$ cat src/rtl/cv32e40p_data_mem_arb_pkg.sv
// rtl/cv32e40p_data_mem_arb_pkg.sv - shared types and defaults for the data memory arbiter
package cv32e40p_data_mem_arb_pkg;

    localparam int MAX_OUTSTANDING_DEFAULT = 2;

    typedef logic req_id_t;
    localparam req_id_t REQ_M0 = 1'b0;
    localparam req_id_t REQ_M1 = 1'b1;

    typedef enum logic {
        ARB  = 1'b0,
        HOLD = 1'b1
    } arb_state_e;

endpackage

$ cat src/rtl/cv32e40p_data_mem_arb_id_fifo.sv
// rtl/cv32e40p_data_mem_arb_id_fifo.sv - in-order requester ID FIFO for outstanding transactions
module cv32e40p_data_mem_arb_id_fifo
    import cv32e40p_data_mem_arb_pkg::*;
#(
    parameter int DEPTH = MAX_OUTSTANDING_DEFAULT,
    localparam int CNT_W = $clog2(DEPTH + 1),
    localparam int PTR_W = (DEPTH > 1) ? $clog2(DEPTH) : 1
) (
    input  logic             clk_i,
    input  logic             rst_ni,
    input  logic             push_i,
    input  req_id_t          id_i,
    input  logic             pop_i,
    output logic             full_o,
    output logic             empty_o,
    output req_id_t          head_o,
    output logic [CNT_W-1:0] count_o
);

    req_id_t          mem_q [DEPTH];
    logic [PTR_W-1:0] wr_ptr_q;
    logic [PTR_W-1:0] rd_ptr_q;
    logic [CNT_W-1:0] count_q;
    logic             do_push;
    logic             do_pop;

    // Pointers wrap at DEPTH, which need not be a power of two.
    function automatic logic [PTR_W-1:0] ptr_inc(input logic [PTR_W-1:0] p);
        return (p == PTR_W'(DEPTH - 1)) ? '0 : p + PTR_W'(1);
    endfunction

    assign full_o  = (count_q == CNT_W'(DEPTH));
    assign empty_o = (count_q == '0);
    assign head_o  = mem_q[rd_ptr_q];
    assign count_o = count_q;

    assign do_push = push_i && !full_o;
    assign do_pop  = pop_i && !empty_o;

    always_ff @(posedge clk_i or negedge rst_ni) begin
        if (!rst_ni) begin
            wr_ptr_q <= '0;
            rd_ptr_q <= '0;
            count_q  <= '0;
            for (int i = 0; i < DEPTH; i++) begin
                mem_q[i] <= REQ_M0;
            end
        end else begin
            if (do_push) begin
                mem_q[wr_ptr_q] <= id_i;
                wr_ptr_q        <= ptr_inc(wr_ptr_q);
            end
            if (do_pop) begin
                rd_ptr_q <= ptr_inc(rd_ptr_q);
            end
            case ({do_push, do_pop})
                2'b10:   count_q <= count_q + CNT_W'(1);
                2'b01:   count_q <= count_q - CNT_W'(1);
                default: count_q <= count_q;
            endcase
        end
    end

endmodule

$ cat src/rtl/cv32e40p_data_mem_arbiter.sv
// rtl/cv32e40p_data_mem_arbiter.sv - two-requester round-robin arbiter onto one OBI-style data port
module cv32e40p_data_mem_arbiter
    import cv32e40p_data_mem_arb_pkg::*;
#(
    parameter int MAX_OUTSTANDING = MAX_OUTSTANDING_DEFAULT
) (
    input  logic        clk_i,
    input  logic        rst_ni,

    input  logic        m0_req_i,
    input  logic        m0_we_i,
    input  logic [3:0]  m0_be_i,
    input  logic [31:0] m0_addr_i,
    input  logic [31:0] m0_wdata_i,
    output logic        m0_gnt_o,
    output logic        m0_rvalid_o,
    output logic [31:0] m0_rdata_o,

    input  logic        m1_req_i,
    input  logic        m1_we_i,
    input  logic [3:0]  m1_be_i,
    input  logic [31:0] m1_addr_i,
    input  logic [31:0] m1_wdata_i,
    output logic        m1_gnt_o,
    output logic        m1_rvalid_o,
    output logic [31:0] m1_rdata_o,

    output logic        data_req_o,
    output logic        data_we_o,
    output logic [3:0]  data_be_o,
    output logic [31:0] data_addr_o,
    output logic [31:0] data_wdata_o,
    input  logic        data_gnt_i,
    input  logic        data_rvalid_i,
    input  logic [31:0] data_rdata_i,

    output logic        err_unexp_rvalid_o
);

    localparam int CNT_W = $clog2(MAX_OUTSTANDING + 1);

    arb_state_e       state_q, state_d;
    req_id_t          rr_q, rr_d;
    req_id_t          lock_q, lock_d;
    req_id_t          winner;
    logic             sel_req;
    logic             fifo_full;
    logic             fifo_empty;
    req_id_t          head_id;
    logic [CNT_W-1:0] out_cnt;
    logic             push;
    logic             pop;

    // In HOLD the locked requester owns the port; a dropped request frees it.
    always_comb begin
        winner  = rr_q;
        sel_req = 1'b0;
        if (state_q == HOLD) begin
            winner  = lock_q;
            sel_req = (lock_q == REQ_M1) ? m1_req_i : m0_req_i;
        end else begin
            sel_req = m0_req_i || m1_req_i;
            if (m0_req_i && m1_req_i) begin
                winner = rr_q;
            end else if (m1_req_i) begin
                winner = REQ_M1;
            end else begin
                winner = REQ_M0;
            end
        end
    end

    assign data_req_o   = rst_ni && sel_req && !fifo_full;
    assign data_we_o    = (winner == REQ_M1) ? m1_we_i    : m0_we_i;
    assign data_be_o    = (winner == REQ_M1) ? m1_be_i    : m0_be_i;
    assign data_addr_o  = (winner == REQ_M1) ? m1_addr_i  : m0_addr_i;
    assign data_wdata_o = (winner == REQ_M1) ? m1_wdata_i : m0_wdata_i;

    assign m0_gnt_o = data_req_o && data_gnt_i && (winner == REQ_M0);
    assign m1_gnt_o = data_req_o && data_gnt_i && (winner == REQ_M1);

    assign push = data_req_o && data_gnt_i;
    assign pop  = rst_ni && data_rvalid_i && !fifo_empty;

    assign m0_rvalid_o        = pop && (head_id == REQ_M0);
    assign m1_rvalid_o        = pop && (head_id == REQ_M1);
    assign m0_rdata_o         = data_rdata_i;
    assign m1_rdata_o         = data_rdata_i;
    assign err_unexp_rvalid_o = rst_ni && data_rvalid_i && fifo_empty;

    always_comb begin
        state_d = state_q;
        lock_d  = lock_q;
        rr_d    = rr_q;
        if (push) begin
            rr_d = ~winner;
        end
        case (state_q)
            ARB: begin
                if (data_req_o && !data_gnt_i) begin
                    state_d = HOLD;
                    lock_d  = winner;
                end
            end
            HOLD: begin
                if (!sel_req || data_gnt_i) begin
                    state_d = ARB;
                end
            end
            default: state_d = ARB;
        endcase
    end

    always_ff @(posedge clk_i or negedge rst_ni) begin
        if (!rst_ni) begin
            state_q <= ARB;
            rr_q    <= REQ_M0;
            lock_q  <= REQ_M0;
        end else begin
            state_q <= state_d;
            rr_q    <= rr_d;
            lock_q  <= lock_d;
        end
    end

    cv32e40p_data_mem_arb_id_fifo #(
        .DEPTH (MAX_OUTSTANDING)
    ) u_id_fifo (
        .clk_i   (clk_i),
        .rst_ni  (rst_ni),
        .push_i  (push),
        .id_i    (winner),
        .pop_i   (pop),
        .full_o  (fifo_full),
        .empty_o (fifo_empty),
        .head_o  (head_id),
        .count_o (out_cnt)
    );

endmodule
$ cat config.mk
export PLATFORM = sky130hd
export DESIGN_NAME = cv32e40p_data_mem_arbiter
export DESIGN_NICKNAME = d
export VERILOG_FILES = /design/src/rtl/cv32e40p_data_mem_arb_pkg.sv /design/src/rtl/cv32e40p_data_mem_arb_id_fifo.sv /design/src/rtl/cv32e40p_data_mem_arbiter.sv
export SDC_FILE = /design/constraint.sdc
export NUM_CORES = 1
export LEC_CHECK = 0
export ABC_AREA = 1
export CORE_AREA = 2 2 124 126
export CTS_CLUSTER_DIAMETER = 50
export DETAILED_ROUTE_END_ITERATION = 10
export DIE_AREA = 0 0 126 128
export PLACE_DENSITY_LB_ADDON = 0.2
export REMOVE_ABC_BUFFERS = 1
export SYNTH_ARGS = -nofsm -noshare
export SYNTH_HDL_FRONTEND = slang
export SYNTH_SLANG_ARGS = --single-unit
$ cat constraint.sdc
create_clock -name clk_i -period 1.75 [get_ports clk_i]
set_clock_uncertainty 0.05 [all_clocks]
set_input_delay 0.35 -clock clk_i [delete_from_list [all_inputs] [get_ports clk_i]]
set_output_delay 0.35 -clock clk_i [all_outputs]
set_load 0.02 [all_outputs]
### Word level (Yosys, flattened, before mapping)

Index checks and enable logic that the tools add are counted.

* register bits after elaboration: 9
* input port bits: 176
* output and inout port bits: 139
* logic and storage cells: 68

* add/sub/neg operators: 4
* $lt $le $gt $ge: 3
* equality and inequality tests: 3
* mux-type cells: 21
* bitwise logic cells: 5
* reductions and logical operators: 24

Operators by type and width (number)
* 2-to-1 mux 32 bit: 2
* logical AND 1 bit: 15
* 2-to-1 mux 1 bit: 14
* equality test 2 bit (second input constant): 2
* greater-or-equal comparator 2 bit (second input constant): 2
* zero test 1 bit: 4
* 2-to-1 mux 4 bit: 1
* NOT 1 -> 2 bit: 2
* one-hot mux 2 bit (2 select lines): 1
* NOT 1 bit: 3
* adder 1 bit (second input constant): 2
* adder 2 x 1 -> 2 bit (second input constant): 1
* bitwise mux 2 bit: 1
* equality test 2 x 1 -> 1 bit (second input constant): 1
* zero test 2 bit: 1
* logical OR 1 bit: 2
* < comparator 2 x 1 -> 1 bit (second input constant): 1
* one-hot mux 1 bit (2 select lines): 1
* AND reduction 2 bit: 1
* nonzero test 2 bit: 1
* subtractor 2 x 1 -> 2 bit (second input constant): 1
* demux 1 bit (select 1 bit): 1

### Longest topological paths before layout

* word-level depth: 8
* depth in mapped cells: 9

### Cells and area by module

A second synthesis with hierarchy kept.

* cells, all modules: 369
* area total of the unflattened synthesis: 1983.2 um^2

By module, submodules not included
* cv32e40p_data_mem_arbiter: times used 1, cells each 326, area an instance 1657.8 um^2, seq. area each 75.1 um^2
* cv32e40p_data_mem_arb_id_fifo: times used 1, cells each 43, area an instance 325.3 um^2, seq. area each 150.1 um^2

### Worst setup path before layout

Ideal clock, no wire load.

* path type: flip-flop to flip-flop
* from: register state_q
* to: register u_id_fifo.count_q[1] (netlist: u_id_fifo.count_o[1])
* library setup time: 124 ps
* arrival: 1581 ps
* setup slack: -5 ps
* cell stages (with the launch flop): 9
* path buffers: 0
* cell sequence: dfrtp_1 nand2_2 nand2_2 a21oi_4 nand2_2 ha_1 a21oi_1 o21ai_0 xnor2_1

* longest elaborated chain between the ends: 7
* elaborated cells on any way between the ends: 9
* classes of those cells: eq/ne: 2; mux: 2; reduce/logical: 5

RTL lines
* start: declaration: RTL line cv32e40p_data_mem_arbiter.sv:42 `arb_state_e state_q, state_d;`
* start signal: assignment: RTL line cv32e40p_data_mem_arbiter.sv:120 `state_q <= state_d;`
* 2-to-1 mux 1 bit (*): RTL line cv32e40p_data_mem_arbiter.sv:58 `if (state_q == HOLD) begin`
* logical AND 1 bit (*) (2 in a row): RTL line cv32e40p_data_mem_arbiter.sv:73 `assign data_req_o = rst_ni && sel_req && !fifo_full;`
* named net data_req_o: RTL line cv32e40p_data_mem_arbiter.sv:28 `output logic data_req_o,`
* logical AND 1 bit (*): RTL line cv32e40p_data_mem_arbiter.sv:82 `assign push = data_req_o && data_gnt_i;`
* logical AND 1 bit (*): RTL line cv32e40p_data_mem_arb_id_fifo.sv:37 `assign do_push = push_i && !full_o;`
* equality test 2 x 1 -> 1 bit / equality test 2 bit (equally long branches): RTL line cv32e40p_data_mem_arb_id_fifo.sv:56 `case ({do_push, do_pop})`
* one-hot mux 2 bit (2 select lines) / nonzero test 2 bit (equally long branches)
* end signal: assignment: RTL line cv32e40p_data_mem_arb_id_fifo.sv:57 `2'b10: count_q <= count_q + CNT_W'(1);`
* end signal: assignment: RTL line cv32e40p_data_mem_arb_id_fifo.sv:58 `2'b01: count_q <= count_q - CNT_W'(1);`
* end signal: assignment: RTL line cv32e40p_data_mem_arb_id_fifo.sv:59 `default: count_q <= count_q;`
* end: declaration: RTL line cv32e40p_data_mem_arb_id_fifo.sv:23 `logic [CNT_W-1:0] count_q;`

Mark *: on every way through the listed nets, which the timed path passes. The rest lies on a longest branch.
A chain may end at the register's enable or synchronous reset.

### Worst setup path in the final report

* from: register rr_q
* to: output port data_addr_o[29]

* longest elaborated chain between the ends: 3

RTL lines
* start: declaration: RTL line cv32e40p_data_mem_arbiter.sv:43 `req_id_t rr_q, rr_d;`
* start signal: assignment: RTL line cv32e40p_data_mem_arbiter.sv:121 `rr_q <= rr_d;`
* 2-to-1 mux 1 bit: RTL line cv32e40p_data_mem_arbiter.sv:63 `if (m0_req_i && m1_req_i) begin`
* 2-to-1 mux 1 bit: RTL line cv32e40p_data_mem_arbiter.sv:58
* 2-to-1 mux 32 bit: RTL line cv32e40p_data_mem_arbiter.sv:76 `assign data_addr_o = (winner == REQ_M1) ? m1_addr_i : m0_addr_i;`
* end: declaration: RTL line cv32e40p_data_mem_arbiter.sv:31 `output logic [31:0] data_addr_o,`

Every way passes these cells.

==> results.toml <==
[worst_setup_path]
startpoint_kind_of_the_worst_setup_timing_path = "flop"
regToRegStartpoint = "state_q"
worst_ep_arrival_time_ps = 1490
data_required_time_of_the_worst_path_ps = 1350
worstPathBufferInverterCount = 4
critical_path.cell_chain = "inv_2, nand2_2, nand3_4, nand2_8, inv_12, clkbuf_16, nand2_4, nand2_2, buf_6"
cp_slowest_cell = "dfrtp_1"
rr_worst_depth = 9
regToRegEndpoint = "u_id_fifo.count_o[1]"
critical-path-max-stage-delay_ps = 360
end_kind = "output port"
crit_top_cell = "nand2_2"
worstSetupStartpoint = "rr_q"
worstPathMaxFanout = 8
critPathKind = "reg2out"
worst-r2r-setup-slack_ps = 20
cp_top_family = "buffers and inverters"

[power]
p_per_area_nw_per_um2 = 1070
power.leakage_nw = 2.25
vdd_ir_drop_max_mv = 0.381
power_w = 0.00489

[final_layout]
drive_gt1_frac = 0.356
num-fill-cells = 1622
antenna-diode-count = 0
commonest_non_fill_non_tap_cells_in_the_layout = "176 x nand2_1, 140 x clkdlybuf4s50_1, 69 x buf_6, 43 x nand2_2, 32 x buf_4"
area_growth_synth_to_finish_pct = 139
final_util = 0.307
final_design_area_no_fill_um2 = 4570
layout_commonest_cell = "nand2_1"
num-nets-final = 715

[global_route]
grt-ovfl-total = 0
grt_start_max_net_pins = 22
first_global_vias = 2670
grt_pass1_wl_um = 15500
global_route.usage.total = 0.125
grt_antenna_before_repair = 0

[timing]
timing.final.setup_violations = 71
finalWorstPathRequiredPeriod_ps = 1890
finalHoldViolations = 0
rsz0062_at_grt = "yes"
final_min_period_over_clock_period = 1.08
whs_ps = 187
min_setup_slack_post_route_ps = -137
tightestPinTransition_ps = 214
timing.setup.tns_ps = -7410
drv_slew = 0
top_achievable_clock_speed_mhz = 530
headroom_to_the_max_slew_limit = 0.857

[synth]
synth.cell_area_um2 = 1910
synth-seq-cells = 9
yosys_warnings = 0
postSynthAreaPerCell_um2 = 5.41
count_of_mapped_cells_out_of_synthesis = 354
netlist_top_cells_area = "nand2_1 44%, buf_4 25%, dfrtp_1 12%"
ys_seq_area_frac = 0.118
yosysUniqueCellTypes = 25
synthDominantCellAreaShare = 0.443
yosysTopAreaCell = "nand2_1"

[route]
drt_total_wl_um = 11300
drtIter0Drc = 67
final_antenna_net_count = 0
wire_per_inst_um = 15.6
routed_via_density = 3.84
detailroute.wirelength.met2_um = 5170
route.vias.total = 2786
drc = 0
top_layer_used_by_detailed_routing = "met5"
m1WireLength_um = 4170
dr.pass1.iters = 7
wl_met3_um = 1730

[floorplanning]
fp-row-count = 45
die_width_um = 126
num_io_pins = 315
die_height_um = 128
start_util = 0.129
floorplan.die_area_um2 = 16100
placeableCoreArea_um2 = 14900

[placed_design]
post_dp_cell_area_um2 = 3990
place.port_buffers = 218
gp_congestion = 0.753
dp_hpwl_um = 8920

[clocking]
clk_pin_slew_ps = 40
root_buffer = "clkbuf_16"
clock_path_buffers = 2
cts_tree = "done"
clock_sinks = 9
holdBufCountCts = 0
number_of_buffers_added_by_the_clock_tree_synthesis_step = 3
cts_htree_levels = 1
worst_skew_pair.late_latency_ps = 240

[status]
violations = "negative setup slack"
outcome = "complete, but fails checks"

[worst_hold_path]
min_path_type = "in2async"

[job]
max_cap_viol_count = 0
## cell families after synthesis
logic type	after synthesis	share of synthesized area
xor gates and xnor gates	3	0.0137
buffers and inverters	90	0.337
AOI/OAI and AO/OA	7	0.0255
and+or+nand+nor	244	0.500
DFF	9	0.118
adders and majority gates	1	0.00653
## area by class of cell
type                            count  area, um2  area share
Timing Repair Buffer              257       2670       0.585
Multi-Input combinational cell    255       1300       0.284
Tap cell                          188        235      0.0515
Sequential cell                     9        226      0.0496
Clock buffer                        3       75.1      0.0164
Inverter                           12       57.6      0.0126
Clock inverter                      1       5.00     0.00110
## state kept, by name, summed over array words and instances, names as in the netlist
| name | count |
|---|---|
| u_id_fifo.mem_q | 2 |
| u_id_fifo.count_o | 2 |
| lock_q | 1 |
| u_id_fifo.rd_ptr_q | 1 |
| state_q | 1 |
| u_id_fifo.wr_ptr_q | 1 |
| rr_q | 1 |
## power by group
group,internal (W),switching [W]
combinational,0.00206,0.00204
sequential,0.000310,0.0000780
clock,0.000301,0.000104
## per-stage QoR
step / setup slack (ps) / instances
3_5_place_dp: -791 / 712
5_1_grt: -221 / 725
3_3_place_gp: -763 / 712
4_1_cts: -223 / 723
2_1_floorplan: -304 / 276
6_report: -137 / 725
## how the worst max path moves through the flow
stage / endpoint / slack (ps) / cells after the start
finish: data_addr_o[29] / -140 / 9
floorplan: m1_gnt_o / -300 / 5
global route: data_wdata_o[9] / -220 / 8
CTS: data_wdata_o[27] / -220 / 9
global placement: data_wdata_o[21] / -760 / 7
detailed placement: data_wdata_o[14] / -790 / 9
## metal layers
metal	vias to the layer above	GRT usage
li1	1360	-
met1	1191	0.136
met2	216	0.197
met3	13	0.0922
met4	6	0.0129
met5	-	0.0650
## synthesized netlist by cell type (all sizes together)
master and count:
or2 1, nand3 2, inv 12, nor2 5
xnor2 2, o21ai 3, nor3 1, nand4 4
ha 1, dfrtp 9, a21oi 3, xor2 1
buf 78, nand2 231, o21bai 1
## what timing repair did
| action | CTS | global route |
|---|---|---|
| cloned | 2 | 2 |
| resized for setup | 449 | 94 |
| hold endpoints to repair | 0 | 0 |
| pin swaps | 4 | 17 |
| endpoints found under the setup margin | 77 | 77 |
| setup buffers | 5 | 3 |
Note: power is estimated with default switching activity, not from simulation.
